**src/rtl/matmul_pkg.sv**
```systemverilog
// Shared definitions for the 2x2 nibble matrix-multiply host driver and its accelerator bench.
package matmul_pkg;

    typedef enum logic [2:0] {
        IDLE      = 3'd0,
        RST_PULSE = 3'd1,
        DRIVE_A   = 3'd2,
        DRIVE_B   = 3'd3,
        WAIT_OUT  = 3'd4,
        CAP2      = 3'd5,
        DONE      = 3'd6
    } state_t;

    localparam int A_HOLD_DEF  = 3;
    localparam int B_HOLD_DEF  = 3;
    localparam int TIMEOUT_DEF = 16;

    // A matrix {X00,X01,X10,X11} whose top or bottom row is entirely zero is unusable.
    function automatic logic has_zero_row(input logic [15:0] m);
        return (m[15:8] == 8'h00) || (m[7:0] == 8'h00);
    endfunction

    // One output beat carries two 8-bit results split by nibble across uio_out and uo.
    function automatic logic [15:0] beat_unpack(input logic [7:0] uio_out, input logic [7:0] uo);
        return {uio_out[7:4], uo[7:4], uio_out[3:0], uo[3:0]};
    endfunction

    // Inverse of beat_unpack: returns {uio_out, uo} for results c0 (left) and c1 (right).
    function automatic logic [15:0] beat_pack(input logic [7:0] c0, input logic [7:0] c1);
        return {c0[7:4], c1[7:4], c0[3:0], c1[3:0]};
    endfunction

endpackage

```
**src/rtl/matmul_host_driver_if.sv**
```systemverilog
// Job/result handshake and accelerator pin bundle for the matmul host driver.
interface matmul_host_driver_if;
    logic        job_valid;
    logic        job_ready;
    logic [15:0] job_a;
    logic [15:0] job_b;
    logic        res_valid;
    logic        res_ready;
    logic [31:0] res_c;
    logic        res_err;
    logic        acc_rst_n;
    logic [7:0]  acc_ui;
    logic [7:0]  acc_uio;
    logic [7:0]  acc_uo;
    logic [7:0]  acc_uio_out;
    logic [7:0]  acc_uio_oe;

    modport master (
        input  job_valid, job_a, job_b, res_ready, acc_uo, acc_uio_out, acc_uio_oe,
        output job_ready, res_valid, res_c, res_err, acc_rst_n, acc_ui, acc_uio
    );

    modport slave (
        output job_valid, job_a, job_b, res_ready, acc_uo, acc_uio_out, acc_uio_oe,
        input  job_ready, res_valid, res_c, res_err, acc_rst_n, acc_ui, acc_uio
    );
endinterface

```
**src/rtl/matmul_host_driver.sv**
```systemverilog
// Sequences one 2x2 matrix job through the accelerator: reset pulse, drive A, drive B,
// wait for the two result beats, then hold the result until the host consumes it.
module matmul_host_driver
    import matmul_pkg::*;
#(
    parameter int A_HOLD  = A_HOLD_DEF,
    parameter int B_HOLD  = B_HOLD_DEF,
    parameter int TIMEOUT = TIMEOUT_DEF
) (
    input  logic                  clk,
    input  logic                  rst,
    matmul_host_driver_if.master  bus
);

    state_t      state_q, state_d;
    logic [7:0]  cnt_q, cnt_d;
    logic [15:0] a_q, a_d;
    logic [15:0] b_q, b_d;
    logic [31:0] c_q, c_d;
    logic        err_q, err_d;
    logic        rej_q, rej_d;

    always_ff @(posedge clk) begin
        if (rst) begin
            state_q <= IDLE;
            cnt_q   <= 8'd0;
            a_q     <= 16'h0000;
            b_q     <= 16'h0000;
            c_q     <= 32'h0000_0000;
            err_q   <= 1'b0;
            rej_q   <= 1'b0;
        end else begin
            state_q <= state_d;
            cnt_q   <= cnt_d;
            a_q     <= a_d;
            b_q     <= b_d;
            c_q     <= c_d;
            err_q   <= err_d;
            rej_q   <= rej_d;
        end
    end

    always_comb begin
        state_d = state_q;
        cnt_d   = cnt_q;
        a_d     = a_q;
        b_d     = b_q;
        c_d     = c_q;
        err_d   = err_q;
        rej_d   = rej_q;

        unique case (state_q)
            IDLE: begin
                if (bus.job_valid) begin
                    a_d   = bus.job_a;
                    b_d   = bus.job_b;
                    c_d   = 32'h0000_0000;
                    cnt_d = 8'd0;
                    if (has_zero_row(bus.job_a) || has_zero_row(bus.job_b)) begin
                        state_d = DONE;
                        err_d   = 1'b1;
                        rej_d   = 1'b1;
                    end else begin
                        state_d = RST_PULSE;
                        err_d   = 1'b0;
                        rej_d   = 1'b0;
                    end
                end
            end
            RST_PULSE: begin
                state_d = DRIVE_A;
                cnt_d   = 8'd0;
            end
            DRIVE_A: begin
                if (cnt_q == 8'(A_HOLD - 1)) begin
                    state_d = DRIVE_B;
                    cnt_d   = 8'd0;
                end else begin
                    cnt_d = cnt_q + 8'd1;
                end
            end
            DRIVE_B: begin
                if (cnt_q == 8'(B_HOLD - 1)) begin
                    state_d = WAIT_OUT;
                    cnt_d   = 8'd0;
                end else begin
                    cnt_d = cnt_q + 8'd1;
                end
            end
            WAIT_OUT: begin
                // A beat in the final allowed cycle still wins over the timeout.
                if (bus.acc_uio_oe == 8'hFF) begin
                    c_d[31:16] = beat_unpack(bus.acc_uio_out, bus.acc_uo);
                    state_d    = CAP2;
                end else if (cnt_q == 8'(TIMEOUT - 1)) begin
                    c_d     = 32'h0000_0000;
                    err_d   = 1'b1;
                    state_d = DONE;
                end else begin
                    cnt_d = cnt_q + 8'd1;
                end
            end
            CAP2: begin
                c_d[15:0] = beat_unpack(bus.acc_uio_out, bus.acc_uo);
                err_d     = 1'b0;
                state_d   = DONE;
            end
            DONE: begin
                if (bus.res_ready) begin
                    state_d = IDLE;
                end
            end
            default: begin
                state_d = IDLE;
            end
        endcase
    end

    always_comb begin
        bus.job_ready = (state_q == IDLE);
        bus.res_valid = (state_q == DONE);
        bus.res_c     = c_q;
        bus.res_err   = err_q;
        // A rejected job never releases the accelerator from reset.
        bus.acc_rst_n = !((state_q == IDLE) || (state_q == RST_PULSE) ||
                          ((state_q == DONE) && rej_q));
        bus.acc_ui    = 8'h00;
        bus.acc_uio   = 8'h00;
        if ((state_q == RST_PULSE) || (state_q == DRIVE_A)) begin
            bus.acc_ui  = a_q[15:8];
            bus.acc_uio = a_q[7:0];
        end else if ((state_q == DRIVE_B) || (state_q == WAIT_OUT)) begin
            bus.acc_ui  = b_q[15:8];
            bus.acc_uio = b_q[7:0];
        end
    end

endmodule

```
**src/flat_wrapper.sv**
```systemverilog
// flat-port wrapper written by rule: the top's interface ports become plain ports
module matmul_host_driver_flat import matmul_pkg::*;
#(
    parameter int A_HOLD  = A_HOLD_DEF,
    parameter int B_HOLD  = B_HOLD_DEF,
    parameter int TIMEOUT = TIMEOUT_DEF
)
  (clk, rst, bus_job_valid, bus_job_a, bus_job_b, bus_res_ready, bus_acc_uo, bus_acc_uio_out, bus_acc_uio_oe, bus_job_ready, bus_res_valid, bus_res_c, bus_res_err, bus_acc_rst_n, bus_acc_ui, bus_acc_uio);
  matmul_host_driver_if bus_i ();
  input  logic clk;
  input  logic rst;
  input wire logic [$bits(bus_i.job_valid)-1:0] bus_job_valid;
  input wire logic [$bits(bus_i.job_a)-1:0] bus_job_a;
  input wire logic [$bits(bus_i.job_b)-1:0] bus_job_b;
  input wire logic [$bits(bus_i.res_ready)-1:0] bus_res_ready;
  input wire logic [$bits(bus_i.acc_uo)-1:0] bus_acc_uo;
  input wire logic [$bits(bus_i.acc_uio_out)-1:0] bus_acc_uio_out;
  input wire logic [$bits(bus_i.acc_uio_oe)-1:0] bus_acc_uio_oe;
  output wire logic [$bits(bus_i.job_ready)-1:0] bus_job_ready;
  output wire logic [$bits(bus_i.res_valid)-1:0] bus_res_valid;
  output wire logic [$bits(bus_i.res_c)-1:0] bus_res_c;
  output wire logic [$bits(bus_i.res_err)-1:0] bus_res_err;
  output wire logic [$bits(bus_i.acc_rst_n)-1:0] bus_acc_rst_n;
  output wire logic [$bits(bus_i.acc_ui)-1:0] bus_acc_ui;
  output wire logic [$bits(bus_i.acc_uio)-1:0] bus_acc_uio;
  assign bus_i.job_valid = bus_job_valid;
  assign bus_i.job_a = bus_job_a;
  assign bus_i.job_b = bus_job_b;
  assign bus_i.res_ready = bus_res_ready;
  assign bus_i.acc_uo = bus_acc_uo;
  assign bus_i.acc_uio_out = bus_acc_uio_out;
  assign bus_i.acc_uio_oe = bus_acc_uio_oe;
  assign bus_job_ready = bus_i.job_ready;
  assign bus_res_valid = bus_i.res_valid;
  assign bus_res_c = bus_i.res_c;
  assign bus_res_err = bus_i.res_err;
  assign bus_acc_rst_n = bus_i.acc_rst_n;
  assign bus_acc_ui = bus_i.acc_ui;
  assign bus_acc_uio = bus_i.acc_uio;
  matmul_host_driver #(.A_HOLD(A_HOLD), .B_HOLD(B_HOLD), .TIMEOUT(TIMEOUT)) u_core (.clk(clk), .rst(rst), .bus(bus_i));
endmodule
```
**config.mk**
```make
export PLATFORM = sky130hd
export DESIGN_NAME = matmul_host_driver_flat
export DESIGN_NICKNAME = d
export VERILOG_FILES = /design/src/rtl/matmul_pkg.sv /design/src/rtl/matmul_host_driver_if.sv /design/src/rtl/matmul_host_driver.sv /design/src/flat_wrapper.sv
export SDC_FILE = /design/constraint.sdc
export NUM_CORES = 1
export LEC_CHECK = 0
export ABC_AREA = 1
export CORE_ASPECT_RATIO = 0.7
export CORE_MARGIN = 2
export CORE_UTILIZATION = 46
export CTS_CLUSTER_DIAMETER = 30
export DETAILED_ROUTE_END_ITERATION = 7
export PLACE_DENSITY = 0.8
export SYNTH_ARGS = -nofsm -noshare
export SYNTH_HDL_FRONTEND = slang
export SYNTH_SLANG_ARGS = --single-unit
```
**constraint.sdc**
```tcl
create_clock -name clk -period 2.1 [get_ports clk]
set_input_delay 0.21 -clock clk [delete_from_list [all_inputs] [get_ports clk]]
set_output_delay 0.21 -clock clk [all_outputs]
set_load 0.005 [all_outputs]
```
## Word level (Yosys, flattened, before mapping)

Index checks and enable logic that the tools add are counted.

- Add/subtract/negate cells: 1
- Muxes and demuxes: 28
- Equal/unequal tests: 17
- Reduce and logical (&&, ||, !) cells: 23

Operators by type and width:

| kind | count |
|---|---|
| 32-bit 2-to-1 mux | 2 |
| 8-bit 2-to-1 mux | 8 |
| 16-bit case mux with 3 select lines | 1 |
| 8-bit zero test | 4 |
| 16-bit 2-to-1 mux | 2 |
| 16-bit case mux with 2 select lines | 1 |
| 8-bit case mux with 4 select lines | 1 |
| 3-bit 2-to-1 mux | 7 |
| 3-bit case mux with 7 select lines | 1 |
| 3-bit == test, second input constant | 3 |
| 8-bit by 1-bit adder with 8-bit output, second input constant | 1 |
| 8-bit by 2-bit == test with 1-bit output, second input constant | 1 |
| 8-bit by 4-bit == test with 1-bit output, second input constant | 1 |
| 8-bit == test, second input constant | 1 |
| 2-bit inequality test, second input constant | 4 |
| 4-bit AND reduction | 2 |
| 1-bit logical OR | 7 |
| 3-bit by 2-bit == test with 1-bit output, second input constant | 2 |
| 2-bit by 1-bit inequality test with 1-bit output, second input constant | 3 |
| 5-bit AND reduction | 1 |
| 1-bit 2-to-1 mux | 4 |
| 4-bit nonzero test | 1 |
| 3-bit by 1-bit == test with 1-bit output, second input constant | 1 |
| 3-bit zero test | 1 |
| 9 further kinds | 9 |

- Output and inout bits: 52
- Word-level logic and storage cells: 77
- Register bits: 77
- Input bits: 60

## Logic depth before layout (Yosys ltp)

Gate-level depths: netlist of the first run.

- Depth after elaboration: 6
- Depth in mapped cells: 11
- Mapped depth without buffers: 11

## Worst setup path before layout of the first run

No wires, ideal clock.

- Kind: register to register
- Start: reg u_core.cnt_q[0]
- End: reg u_core.c_q[21] (netlist: u_core.bus.res_c[21])
- Setup time: 0.132 ns
- Required time: 1.968 ns
- Period minus slack after synthesis: 1.629 ns
- Path buffers: 1
- Arrival time: 1.497 ns
- Stages on the path, launching flop included: 10
- Path slack: 0.471 ns
- Cells stage by stage: dfxtp_1 > ha_1 > nand2_1 > nor2_1 > nand3_1 > nand3_1 > nand4_1 > buf_4 > nand2_1 > a21oi_1

- Cells in the longest elaborated chain, start to end: 3

Ends and longest elaborated chain:

| what | line | RTL |
|---|---|---|
| start: declaration | matmul_host_driver.sv:16 | `logic [7:0] cnt_q, cnt_d;` |
| start signal: assignment | matmul_host_driver.sv:34 | `cnt_q <= cnt_d;` |
| 8-bit by 4-bit == test with 1-bit output | matmul_host_driver.sv:95 | `end else if (cnt_q == 8'(TIMEOUT - 1)) begin` |
| 3-bit by 1-bit inequality test with 1-bit output (no source line) | n/a |  |
| 3-bit AND reduction (no source line) | n/a |  |
| end signal: assignment | matmul_host_driver.sv:29 | `c_q <= 32'h0000_0000;` |
| end signal: assignment | matmul_host_driver.sv:37 | `c_q <= c_d;` |
| end: declaration | matmul_host_driver.sv:19 | `logic [31:0] c_q, c_d;` |

Every way passes these cells.
A chain may end at the register's enable or synchronous reset.

## Worst setup path after layout of the first run

- Start: reg u_core.state_q[2]
- End: out bus_acc_uio[2]

- Cells in the longest elaborated chain, start to end: 4
- Elaborated cells between the ends (all ways): 8
- Classes of those cells: eq/ne: 4; mux: 2; reduce/logical: 2

Ends and longest elaborated chain:

| what | line | RTL |
|---|---|---|
| start: declaration | matmul_host_driver.sv:15 | `state_t state_q, state_d;` |
| start signal: assignment | matmul_host_driver.sv:33 | `state_q <= state_d;` |
| 3-bit by 2-bit == test with 1-bit output / 3-bit == test (equally long branches) | matmul_host_driver.sv:132 | `end else if ((state_q == DRIVE_B) \|\| (state_q == WAIT_OUT)) begin` |
| 1-bit logical OR | matmul_host_driver.sv:132 |  |
| 8-bit 2-to-1 mux | matmul_host_driver.sv:132 |  |
| 8-bit 2-to-1 mux * | matmul_host_driver.sv:129 | `if ((state_q == RST_PULSE) \|\| (state_q == DRIVE_A)) begin` |
| end: declaration | flat_wrapper.sv:25 | `output wire logic [$bits(bus_i.acc_uio)-1:0] bus_acc_uio;` |

Mark *: on every way between the ends. The rest lies on a longest branch, timed or not.

==> results.json, run 1 <==
{
  "status": "finished, violations left",
  "violations": "negative setup slack",
  "diodes": 0,
  "min-delay-path-class": "in -> reg",
  "drive_gt1_share_pct": 12.8,
  "wl_per_cell_um": 14.3,
  "setup-violations-final": 5,
  "worstSkewPairLatency_ps": 340,
  "drtIter0Drc": 246,
  "ys_top_cells_by_area": "dfxtp_1 45%, nand2_1 13%, a21oi_1 12%",
  "whs_endpoint": "u_core.bus.res_c[13]",
  "ir_drop_v": 0.000658,
  "yosys.area.top_type": "dfxtp_1",
  "die_h_um": 76.1,
  "met1_length_um": 4590,
  "fp.dieW_um": 107,
  "htreeDepth": 3,
  "slew_violations": 0,
  "grt_pass1_vias": 3450,
  "crit_start": "u_core.state_q[2]",
  "cts_buffers": 9,
  "initial_utilization_pct": 47.1,
  "ant_nets": 0,
  "core_um2": 7250,
  "max_freq_mhz": 452,
  "synth-main-ff-cell": "dfxtp_1",
  "period_share_pct": 105,
  "grt.total_usage_pct": 25.2,
  "power_leakage_nw": 2.03,
  "worstSetupPathType": "reg -> out",
  "cp.arrival_ps": 2000,
  "path_clk_slew_ps": 80,
  "hold_depth": 3,
  "setup-tns-final_ps": -476,
  "globalplace.congestion": 0.861,
  "end_kind": "output port",
  "grt_max_degree": 43,
  "synth-edff-count": 0,
  "ys_ff_latch": 77,
  "vias": 3726,
  "dpl_cell_area_um2": 4660,
  "path_max_fanout": 10,
  "clockBufferDepth": 2,
  "required_ps": 1890,
  "stdcell_area_um2": 5100,
  "vias_per_cell": 5.17,
  "power.total_mw": 5.12,
  "avgSynthCellArea_um2": 7.02,
  "timing.final.ws_setup_ps": -113,
  "grt_pass1_wl_um": 16400,
  "wl_met2_um": 4860,
  "first_pass_iters": 5,
  "synthesis.area_um2": 3420,
  "reg2reg_slack_ps": 290,
  "hold_viol": 0,
  "min_period_ps": 2210,
  "drc_errors": 0,
  "rsz0062_at_grt": "yes",
  "synth_fp_nets": 549,
  "yosysSeqAreaShare_pct": 45.1,
  "num-nets-final": 681,
  "clock_skew_ps": 7.58,
  "synthCells": 487,
  "overflow": 0,
  "cp-start-kind": "flip-flop",
  "worstReg2RegStart": "u_core.cnt_q[0]",
  "hp-start": "bus_acc_uio_out[5]",
  "top_layer_used": "met4",
  "dieArea_um2": 8140,
  "worst_slew_pin_slew_ps": 438,
  "tritoncts": "built",
  "relSlewSlack_pct": 70.8,
  "cts-root-buf": "clkbuf_8",
  "cts.sinks": 77,
  "final_util_pct": 70.2,
  "ios": 112,
  "r2r_cells": 9,
  "synth_cell_types": 30,
  "cap_violations": 0,
  "dp_hpwl_um": 6940,
  "totalWireLength_um": 10300,
  "dr_wl_met3_um": 629,
  "num_rows": 26,
  "reg2reg_to": "u_core.bus.res_c[0]",
  "antenna_found_initial": 0,
  "p_per_area_nw_per_um2": 1010,
  "syn_to_final_growth_pct": 49.1,
  "io_buffer_count": 111,
  "async_flop_share_pct": 0,
  "synth_top_area_share_pct": 45.1,
  "yosysWarnings": 0
}
==> registers in the layout (all words and copies together), names as in the netlist <==
name / flops
u_core.a_q: 16
u_core.b_q: 16
u_core.bus.res_c: 32
u_core.bus.res_err: 1
u_core.cnt_q: 8
u_core.rej_q: 1
u_core.state_q: 3
==> cells by family after synthesis <==
group                    share of synthesized area [%]
AND/OR/NAND/NOR                                   23.3
AO/OA/AOI/OAI                                     20.4
buffers and inverters                             8.93
flip-flops                                        45.1
XOR/XNOR                                          1.54
adder cells (fa/ha/maj)                          0.732
==> routing by layer <==
metal  vias to the layer above  global-route usage [%]
li1                       1838                       -
met1                      1727                    31.9
met2                       135                    42.7
met3                        26                    5.47
met4                         0                    8.05
met5                         -                       0
==> how the worst max path moves through the flow <==
| stage | endpoint | cells after the start |
|---|---|---|
| finish | bus_acc_uio[2] | 7 |
| floorplan | u_core.bus.res_c[21] | 9 |
| detailed placement | bus_acc_uio[0] | 7 |
| CTS | bus_acc_uio[0] | 7 |
| global route | bus_acc_uio[0] | 7 |
| global placement | bus_acc_ui[1] | 7 |
==> cell type report <==
class                   count  area, µm²
fillers                   578       2160
multi-input cells         333       1650
flip-flops and latches     77       1550
repair buffers            141       1330
inverters                  56        220
clock buffers              11        141
well taps                  98        123
clock inverters             4       72.6
repair inverters            1       7.51
==> cell usage after synthesis (2+ instances only) <==
library cell and n:
xnor2_1 3, inv_2 3, ha_1 2, nor2_1 46
clkinv_1 2, dfxtp_1 77, inv_1 50, o22ai_1 16
clkbuf_1 16, nand2_1 120, buf_2 2, o21ai_0 38
xor2_1 3, nand3_1 14, nand4_1 2, a21oi_1 79
==> placed cells by master, fill, tap and decap left out, types with 4 or more instances in the layout <==
cell type	count
o22ai_1	10
a21oi_1	79
o21ai_0	36
inv_1	46
inv_2	4
clkbuf_8	10
buf_4	29
nand3_1	14
nand2_1	118
o22ai_2	6
nor2_1	45
dfxtp_1	74
inv_4	4
dlygate4sd2_1	4
clkdlybuf4s50_1	98
clkbuf_2	4
==> repair_timing <==
action                                  4_1_cts  5_1_grt
pin swaps                                     2        4
cloned                                        1        0
hold buffers                                  0        0
endpoints found under the setup margin       18       19
endpoints found under the hold margin         0        0
gates resized for setup                      29       25
setup buffers                                 6       10
==> through the flow <==
step | instances | hold WS [ps] | setup slack [ps]
detailed placement | 689 | 446 | -113
floorplan | 487 | 357 | 471
CTS | 711 | 449 | -155
global route | 721 | 456 | -167
global placement | 689 | 441 | 45.6
finish | 721 | 453 | -113
==> where the power goes <==
group          total, mW  internal, mW  switching, mW
sequential          1.76          1.68         0.0847
combinational       2.14         0.919           1.23
clock               1.22         0.694          0.521
==> critical path, cell delays in order, from the launching register on <==
cell and delay (ps):
dfxtp_2 340, buf_4 160, inv_4 80, nand2_2 80, o21ai_4 200, inv_4 100
o22ai_1 170, clkdlybuf4s50_1 520
No activity file was read; power rests on OpenSTA's default activity.
==> run 2, diff against run 1 <==
CELL_PAD_IN_SITES_DETAIL_PLACEMENT = 0   (was not set)
CELL_PAD_IN_SITES_GLOBAL_PLACEMENT = 1   (was not set)
CORE_UTILIZATION = 32   (was 46)
PLACE_DENSITY = not set   (was 0.8)
PLACE_DENSITY_LB_ADDON = 0.1   (was not set)
==> run 2 against run 1 <==
The run now ends clean; utilization is 22 points lower; sequential power barely moved; cell count up 3.1%; power shrank 3.3%; maximum frequency is 8.4% higher; sequential share of layout area up 0.36 points; register-to-register slack about the same.
==> results.json, run 2 (synthesis gave the netlist of run 1 again) <==
{
  "cp-start-kind": "flip-flop",
  "diodes": 0,
  "cts.sinks": 77,
  "cp_top_family": "buffers and inverters",
  "crit_buf_inv": 3,
  "globalplace.congestion": 0.792,
  "setup-tns-final_ps": 0,
  "path_max_fanout": 5,
  "power_leakage_nw": 1.99,
  "grt_use_met1_pct": 24.7,
  "grt_pass1_vias": 3305,
  "die_h_um": 90.5,
  "cp_num_cells": 5,
  "clock_skew_ps": 11.7,
  "setup-violations-final": 0,
  "r2r_cells": 8,
  "grt_max_degree": 49,
  "antenna_found_initial": 0,
  "num-nets-final": 668,
  "grt_pass1_wl_um": 16400,
  "min-delay-path-class": "reg -> reg",
  "syn_to_final_growth_pct": 47.0,
  "tritoncts": "built",
  "vias": 3470,
  "rsz0062_at_grt": "no",
  "largest_register_ffs": 32,
  "status": "completed",
  "required_ps": 1890,
  "worstSetupPathType": "reg -> out",
  "dp_hpwl_um": 7210,
  "max_freq_mhz": 490,
  "period_share_pct": 97.2,
  "worstPathCellList": "inv_2 > nand2_2 > buf_4 > nor2_2 > clkdlybuf4s50_1",
  "totalWireLength_um": 9960,
  "htreeDepth": 3,
  "ctsHoldBuffers": 0,
  "slew_violations": 0,
  "overflow": 0,
  "worst_slew_pin_slew_ps": 464,
  "vias_per_cell": 4.67,
  "worstSkewPairLatency_ps": 340,
  "whs_ps": 452,
  "cpMaxStageDelayCell": "clkdlybuf4s50_1",
  "ant_nets": 0,
  "p_per_area_nw_per_um2": 986,
  "grt_util_met2_pct": 25.8,
  "cts_buffers": 9,
  "grt.total_usage_pct": 17.8,
  "wl_per_cell_um": 13.4,
  "cap_violations": 0,
  "relSlewSlack_pct": 69.1,
  "io_buffer_count": 111,
  "first_pass_iters": 5,
  "drtIter0Drc": 198,
  "drc_errors": 0,
  "grt_use_met3_pct": 6.93,
  "ios": 112,
  "core_um2": 10400,
  "layout_common_cells": "119 x nand2_1, 95 x clkdlybuf4s50_1, 79 x a21oi_1, 77 x dfxtp_1, 48 x inv_1",
  "drive_gt1_share_pct": 8.02,
  "clockBufferDepth": 2,
  "cts-root-buf": "clkbuf_16",
  "busiest_layer": "met2",
  "dieArea_um2": 11500,
  "hold_viol": 0,
  "cp.arrival_ps": 1830,
  "cpPeakStageDelay_ps": 580,
  "initial_utilization_pct": 33.0,
  "hold_depth": 2,
  "min_period_ps": 2040,
  "ir_drop_v": 0.000471,
  "fp.dieW_um": 128,
  "end_kind": "output port",
  "num_rows": 31,
  "final_common_cell": "nand2_1",
  "path_clk_slew_ps": 60
}
run 2: cell count changes in the layout (fill, tap and decap cells not counted), moves of 4 or more:
| cell | change |
|---|---|
| buf_4 | -12 |
| clkbuf_16 | +9 |
| clkbuf_2 | -4 |
| clkbuf_8 | -10 |
| dlygate4sd2_1 | +12 |
| o22ai_1 | +6 |
| o22ai_2 | -6 |
run 2: final timing paths:
kind                         to               from  slack, ps
max               bus_job_ready  u_core.state_q[0]         60
min               u_core.b_q[2]      u_core.b_q[2]        450
max reg2reg  u_core.bus.res_err    u_core.cnt_q[0]        290
min reg2reg       u_core.b_q[2]      u_core.b_q[2]        450
run 2: report_power, final:
part | internal (mW) | switching [mW] | leakage, nW | total [mW]
Sequential | 1.68 | 0.0812 | 0.628 | 1.76
Clock | 0.809 | 0.634 | 0.133 | 1.44
Combinational | 0.695 | 1.06 | 1.23 | 1.75
Total | 3.18 | 1.77 | 1.99 | 4.95
run 2: tightest hold or removal path, cell delays in order (launching register included):
cell	delay (ps)
dfxtp_1	300
inv_1	60
a21oi_1	50
run 2: metrics by stage:
stage / power [mW] / area [µm²] / util [%] / worst slack [ps] / instances
floorplan: 2.82 / 3420 / - / 471 / 487
global placement: 3.55 / 4740 / 45.8 / 115 / 726
detailed placement: 3.58 / 4740 / 45.8 / 0.0415 / 726
CTS: 5.01 / 5010 / 48.4 / 36.6 / 743
global route: 5.29 / 5020 / 48.5 / 6.66 / 743
finish: 4.95 / 5020 / 48.5 / 59.0 / 743
run 2: what timing repair did:
| item | in CTS | in global routing |
|---|---|---|
| buffers inserted | 1 | 0 |
| setup endpoints to repair | 16 | 7 |
| endpoints found under the hold margin | 0 | 0 |
| gates resized for setup | 22 | 2 |
run 2: final cells by class:
type,count,area [µm²]
clock inverters,6,47.5
flip-flops and latches,77,1540
inverters,56,213
clock buffers,10,229
multi-input cells,333,1590
fillers,1055,5330
repair buffers,129,1240
well taps,132,165
run 2: layer usage:
| layer | wire (µm) | share of wire [%] | vias up |
|---|---|---|---|
| met5 | 0 | 0 | - |
| met4 | 34 | 0.34 | 0 |
| met3 | 690 | 6.9 | 2 |
| met2 | 4270 | 43 | 84 |
| met1 | 4970 | 50 | 1566 |
| li1 | - | - | 1818 |
